`config.mk`:
```
export PLATFORM = sky130hd
export DESIGN_NAME = rf_write_arbiter
export DESIGN_NICKNAME = d
export VERILOG_FILES = /design/src/rtl/rf_write_arbiter.sv
export SDC_FILE = /design/constraint.sdc
export NUM_CORES = 1
export LEC_CHECK = 0
export CAP_MARGIN = 20
export CORE_AREA = 3 3 187 189
export CTS_BUF_LIST = sky130_fd_sc_hd__clkbuf_8
export DETAILED_ROUTE_END_ITERATION = 16
export DIE_AREA = 0 0 190 192
export GPL_TIMING_DRIVEN = 0
export PLACE_DENSITY = 0.58
export SYNTH_ARGS = -nofsm -noshare
export SYNTH_HDL_FRONTEND = slang
export SYNTH_SLANG_ARGS = --single-unit
```
`constraint.sdc`:
```
create_clock -name clk -period 5.45 [get_ports clk]
set_clock_uncertainty 0.05 [all_clocks]
set_input_delay 0.545 -clock clk [delete_from_list [all_inputs] [get_ports clk]]
set_output_delay 0.545 -clock clk [all_outputs]
set_load 0.01 [all_outputs]
```
`src/rtl/rf_write_arbiter.sv`:
```
// Round-robin owner of the RF1 write port with same-cycle read bypass; writes issue 1 cycle after the handshake,
// and a requester that loses the contest holds its request until granted. RF_SCRUB_EN adds the post-reset x1..x31 scrub.
module rf_write_arbiter #(
    parameter int                DATA_W      = 64,
    parameter int                ADDR_W      = 5,
    parameter int                NUM_REGS    = 32,
    parameter logic [DATA_W-1:0] SCRUB_VALUE = '0
) (
    input  logic              clk,
    input  logic              rst_n,
    input  logic              req0_valid,
    input  logic [ADDR_W-1:0] req0_addr,
    input  logic [DATA_W-1:0] req0_data,
    output logic              req0_ready,
    input  logic              req1_valid,
    input  logic [ADDR_W-1:0] req1_addr,
    input  logic [DATA_W-1:0] req1_data,
    output logic              req1_ready,
    output logic              RegWrite,
    output logic [ADDR_W-1:0] writeReg,
    output logic [DATA_W-1:0] writeData,
    input  logic [ADDR_W-1:0] readReg1,
    input  logic [ADDR_W-1:0] readReg2,
    input  logic [DATA_W-1:0] rf_rdata1,
    input  logic [DATA_W-1:0] rf_rdata2,
    output logic [DATA_W-1:0] readData1,
    output logic [DATA_W-1:0] readData2,
    output logic              init_busy
);

    logic              reg_write_q, reg_write_d;
    logic [ADDR_W-1:0] write_reg_q, write_reg_d;
    logic [DATA_W-1:0] write_data_q, write_data_d;
    logic              rr_last_q, rr_last_d;
    logic              run;
    logic              grant0, grant1;

`ifdef RF_SCRUB_EN
    typedef enum logic {ST_SCRUB, ST_RUN} state_t;
    localparam logic [ADDR_W-1:0] LAST_REG = ADDR_W'(NUM_REGS - 1);

    state_t            state_q, state_d;
    logic [ADDR_W-1:0] cnt_q, cnt_d;

    assign run       = (state_q == ST_RUN);
    assign init_busy = (state_q == ST_SCRUB);
`else
    // Scrub-only parameters have no consumer in this build.
    logic unused_scrub_cfg;
    assign unused_scrub_cfg = ^{SCRUB_VALUE, 32'(NUM_REGS)};
    assign run              = 1'b1;
    assign init_busy        = 1'b0;
`endif

    // rr_last names the previous winner, so the other requester wins a tie.
    assign grant0 = run & req0_valid & (~req1_valid | rr_last_q);
    assign grant1 = run & req1_valid & (~req0_valid | ~rr_last_q);

    assign req0_ready = grant0;
    assign req1_ready = grant1;

    always_comb begin
        reg_write_d  = 1'b0;
        write_reg_d  = write_reg_q;
        write_data_d = write_data_q;
        rr_last_d    = rr_last_q;
`ifdef RF_SCRUB_EN
        state_d      = state_q;
        cnt_d        = cnt_q;
        if (state_q == ST_SCRUB) begin
            reg_write_d  = 1'b1;
            write_reg_d  = cnt_q;
            write_data_d = SCRUB_VALUE;
            if (cnt_q == LAST_REG) begin
                state_d = ST_RUN;
            end else begin
                cnt_d = cnt_q + ADDR_W'(1);
            end
        end
`endif
        // x0 writes complete the handshake but never raise the enable.
        if (grant0) begin
            reg_write_d  = |req0_addr;
            write_reg_d  = req0_addr;
            write_data_d = req0_data;
            rr_last_d    = 1'b0;
        end else if (grant1) begin
            reg_write_d  = |req1_addr;
            write_reg_d  = req1_addr;
            write_data_d = req1_data;
            rr_last_d    = 1'b1;
        end
    end

    always_ff @(posedge clk or negedge rst_n) begin
        if (!rst_n) begin
            reg_write_q  <= 1'b0;
            write_reg_q  <= '0;
            write_data_q <= '0;
            rr_last_q    <= 1'b1;
        end else begin
            reg_write_q  <= reg_write_d;
            write_reg_q  <= write_reg_d;
            write_data_q <= write_data_d;
            rr_last_q    <= rr_last_d;
        end
    end

`ifdef RF_SCRUB_EN
    always_ff @(posedge clk or negedge rst_n) begin
        if (!rst_n) begin
            state_q <= ST_SCRUB;
            cnt_q   <= ADDR_W'(1);
        end else begin
            state_q <= state_d;
            cnt_q   <= cnt_d;
        end
    end
`endif

    assign RegWrite  = reg_write_q;
    assign writeReg  = write_reg_q;
    assign writeData = write_data_q;

    assign readData1 = (reg_write_q && (write_reg_q == readReg1) && (write_reg_q != '0)) ? write_data_q : rf_rdata1;
    assign readData2 = (reg_write_q && (write_reg_q == readReg2) && (write_reg_q != '0)) ? write_data_q : rf_rdata2;

endmodule

```
# [Yosys cells after proc, flatten, opt, wreduce, memory -nomap -nowiden]
# Index checks and enable logic that the tools add are counted.
[totals] register_bits=71
[classes] eq_ne=2 reduce_logical=8 muxes=10 bitwise_logic=7
[op_table] op="64-bit two-way mux" n=4
[op_table] op="5-bit equality test" n=2
[op_table] op="5-bit two-way mux" n=2
[op_table] op="5-bit OR reduction" n=2
[op_table] op="5-bit nonzero test" n=1
[op_table] op="1-bit logical AND" n=4
[op_table] op="1-bit two-way mux" n=4
[op_table] op="1-bit NOT" n=3
[op_table] op="1-bit bitwise AND" n=2
[op_table] op="1-bit OR" n=2
[op_table] op="2-bit nonzero test" n=1

# [Depth between registers and ports, before layout]
[logic_depth] depth_word=5 ltp_mapped=6 depth_no_buf=4

# [Least setup slack after synthesis]
# Ideal clock, no wire load.
[synth_timing] path_type="in2out" start="in readReg2[2]" end="out readData2[10]" path_slack_ps=2959 n_path_buf=1 stages=4 arrival_ps=1896 path_cell_list="xor2_1 -> nor4_4 -> buf_6 -> mux2_2"
[synth_via] elab_chain_len=4
[synth_lines] element="start, declared" line="23" source="input logic [ADDR_W-1:0] readReg2,"
[synth_lines] element="5-bit equality test" line="126" source="assign readData2 = (reg_write_q && (write_reg_q == readReg2) && (write_reg_q != '0)) ? write_data_q : rf_rdata ..."
[synth_lines] element="1-bit logical AND (2 in series)" line="126"
[synth_lines] element="64-bit two-way mux" line="126"
[synth_lines] element="end, declared" line="27" source="output logic [DATA_W-1:0] readData2,"
# No other way between the ends.

# [Final worst setup path]
[layout_timing] start="in readReg1[1]" end="out readData1[42]"
[layout_via] elab_chain_len=4
[layout_lines] element="start, declared" line="22" source="input logic [ADDR_W-1:0] readReg1,"
[layout_lines] element="5-bit equality test" line="125" source="assign readData1 = (reg_write_q && (write_reg_q == readReg1) && (write_reg_q != '0)) ? write_data_q : rf_rdata ..."
[layout_lines] element="1-bit logical AND (2 in series)" line="125"
[layout_lines] element="64-bit two-way mux" line="125"
[layout_lines] element="end, declared" line="26" source="output logic [DATA_W-1:0] readData1,"
# No other way between the ends.

==> impl_metrics.env <==
export IMPL_clk_pin_slew_ns=0.10
export IMPL_path_max_fanout=10
export IMPL_cp_start_kind="primary input"
export IMPL_final_util_pct=33.3
export IMPL_ios=481
export IMPL_first_pass_iters=4
export IMPL_hold_class="in2async"
export IMPL_leakage_nw=4.30
export IMPL_grt_max_degree=41
export IMPL_period_minus_slack_ns=3.94
export IMPL_drv_cap=0
export IMPL_cp_required_ns=4.86
export IMPL_totalWireLength_um=31800
export IMPL_n_antenna_cell=0
export IMPL_power_density_nw_per_um2=196
export IMPL_p_int_w=0.00145
export IMPL_drtIter0Drc=262
export IMPL_root_buffer="clkbuf_8"
export IMPL_ctsHoldBuffers=0
export IMPL_arrival_ns=3.34
export IMPL_ys_async_sr_fraction_pct=100
export IMPL_pwr_share_comb_pct=44.1
export IMPL_synthSimpleGateAreaFrac_pct=6.25
export IMPL_syn_area_per_cell_um2=8.92
export IMPL_vias=6877
export IMPL_synth_seq_cells=71
export IMPL_cts_setup_buffers=0
export IMPL_synth_cell_types=25
export IMPL_max_slew_margin_pct=37.6
export IMPL_nNetsFinal=1391
export IMPL_cts_tree="yes"
export IMPL_die_area_um2=36500
export IMPL_ys_flop_type="dfrtp_1"
export IMPL_yosys_area_share_adder_pct=0
export IMPL_synth_compound_area_share_pct=21.9
export IMPL_synth_warnings=0
export IMPL_finalMaxSlewViolations=0
export IMPL_grt_pass1_vias=7124
export IMPL_grt_total_usage_pct=16.5
export IMPL_syn_nets=899
export IMPL_tightestPinTransition_ns=0.936
export IMPL_synthTopCellsByCount="mux2_2 (115), dfrtp_1 (70), inv_1 (67)"
export IMPL_clkSinkCount=71
export IMPL_report_power_total_w=0.00218
export IMPL_outcome="complete, no violations"
export IMPL_cts_repair_resized=0
export IMPL_tns_ns=0
export IMPL_synth_area_leader_cell="dfrtp_1"
export IMPL_wl_per_cell_um=20.3
export IMPL_fillers=3437
export IMPL_setup_worst_path_end_class="primary output"
export IMPL_rr_startpoint="rr_last_q"
export IMPL_dp_hpwl_um=25300
export IMPL_setup_viol=0
export IMPL_synth_area_mux_share_pct=27.9
export IMPL_core_area_um2=33400
export IMPL_synth_edff_count=0
export IMPL_die_width_um=190
export IMPL_power_switching_w=0.000739
export IMPL_drc=0
export IMPL_sequentialPowerShare_pct=32.0
export IMPL_h_tree_depth=3
export IMPL_clockBufferDepth=2
export IMPL_clk_latency_ns=0.36
export IMPL_synth_area_leaders="dfrtp_1 (32%), mux2_2 (23%), a31oi_1 (7.3%), o22ai_1 (7.3%), a21oi_1 (5.8%)"
export IMPL_critical_path_class="in2out"
export IMPL_synth_xor_area_share_pct=1.59
export IMPL_start_util_pct=16.5
export IMPL_area_delta_synth_final_pct=102
export IMPL_dp_slack_ns=1.43
export IMPL_numCtsBuffers=9
export IMPL_final_period_utilization_pct=72.2
export IMPL_grt_pass1_wl_um=45600
export IMPL_yosysMostFrequentCell="mux2_2"
export IMPL_placementRows=67
export IMPL_clockPowerShare_pct=23.9
export IMPL_p_sw_share_pct=33.8
export IMPL_hold_viol=0
export IMPL_fp_dieH_um=192
export IMPL_synth_top_family_by_area="multiplexers"
export IMPL_vias_per_cell=4.40
export IMPL_overflow=0
export IMPL_ir_drop_v=0.000122
export IMPL_antenna_left=0
export IMPL_synth_area_um2=5520
export IMPL_portBuffers=478
export IMPL_worst_slack_ns=1.51
export IMPL_crit_start="readReg1[1]"
export IMPL_rsz0062_at_grt="no"
export IMPL_max_freq_mhz=254
export IMPL_routabilityCongestion=0.766
export IMPL_synthCells=619
export IMPL_antenna_found_initial=2
export IMPL_drive_above_1_share_pct=15.2
export IMPL_synth_seq_area_share_pct=32.2
export IMPL_yosysTopAreaCellShare_pct=31.7
## worst paths after layout
check                           endpoint  slack (ns)  cells past startpoint
setup / recovery           readData1[42]        1.51                      8
hold / removal             writeData[57]        0.07                      1
setup reg to reg           writeData[16]        3.24                      5
hold reg to reg                rr_last_q        0.46                      2
max in group asynchronous      rr_last_q        4.64                      2
min in group clk               rr_last_q        0.46                      2
## power by group through the flow
| stage | logic (W) | registers [W] | clock network (W) |
|---|---|---|---|
| CTS | 0.000976 | 0.000703 | 0.000548 |
| global placement | 0.000961 | 0.000709 | 0 |
| global route | 0.00104 | 0.000714 | 0.000568 |
| detailed placement | 0.000970 | 0.000712 | 0 |
| floorplan | 0.000349 | 0.000699 | 0 |
| finish | 0.000964 | 0.000698 | 0.000522 |
## cell usage in the layout, fill, tap and decap left out, drive strengths merged
cell type        n
conb             1
mux2           128
nand2            7
buf             24
o221a            5
o21ai            3
inv             69
clkinv           2
mux2i            5
xnor2            6
nand3            2
bufinv           2
clkdlybuf4s50  477
a21boi           2
clkbuf          46
nor4             2
a31oi           64
dfstp            1
dfrtp           70
nor2            65
xor2             4
or4              3
a21oi           64
o22ai           64
## flip-flops by register name, summed over array words and instances (netlist names)
name       count
writeData     64
rr_last_q      1
writeReg       5
RegWrite       1
## worst max-delay path, stage by stage
cell	delay [ns]
clkdlybuf4s50_1	0.51
xnor2_1	0.13
nand3_1	0.20
nor4_4	0.66
buf_6	0.26
buf_6	0.18
mux2_2	0.36
clkdlybuf4s50_1	0.48
## layout make-up
| cell class | count | area [µm²] | share of cell area [%] |
|---|---|---|---|
| buffer | 56 | 304 | 2.73 |
| clock buffer | 10 | 138 | 1.23 |
| clock inverter | 6 | 91.3 | 0.819 |
| inverter | 67 | 251 | 2.26 |
| multi-input combinational | 425 | 3190 | 28.6 |
| sequential | 71 | 1780 | 16.0 |
| tap | 448 | 561 | 5.03 |
| timing repair buffer | 481 | 4840 | 43.4 |
## kinds of logic (layout without fill, tap and decap cells)
logic type,count (synthesis),count (layout)
DFF,71,71
xor gates and xnor gates,10,10
muxes,133,133
buffers and inverters,123,620
and+or+nand+nor,79,79
AOI/OAI and AO/OA,202,202
other,1,1
## through the flow
stage | hold WS [ns] | std cells | area [µm²]
floorplan | 0.199 | 619 | 5520
global placement | 0.442 | 1545 | 10900
detailed placement | 0.451 | 1548 | 10900
CTS | 0.0624 | 1564 | 11100
global route | 0.0822 | 1564 | 11100
finish | 0.0653 | 1564 | 11100
## layer usage
metal  vias to the layer above  track usage [%]  share of wire [%]
li1                       3228                -                  -
met1                      3269             20.3                 41
met2                       353             29.0                 50
met3                        23             4.53                7.8
met4                         4             3.38                1.3
met5                         -                0              0.072
No activity file was read; power rests on OpenSTA's default activity.
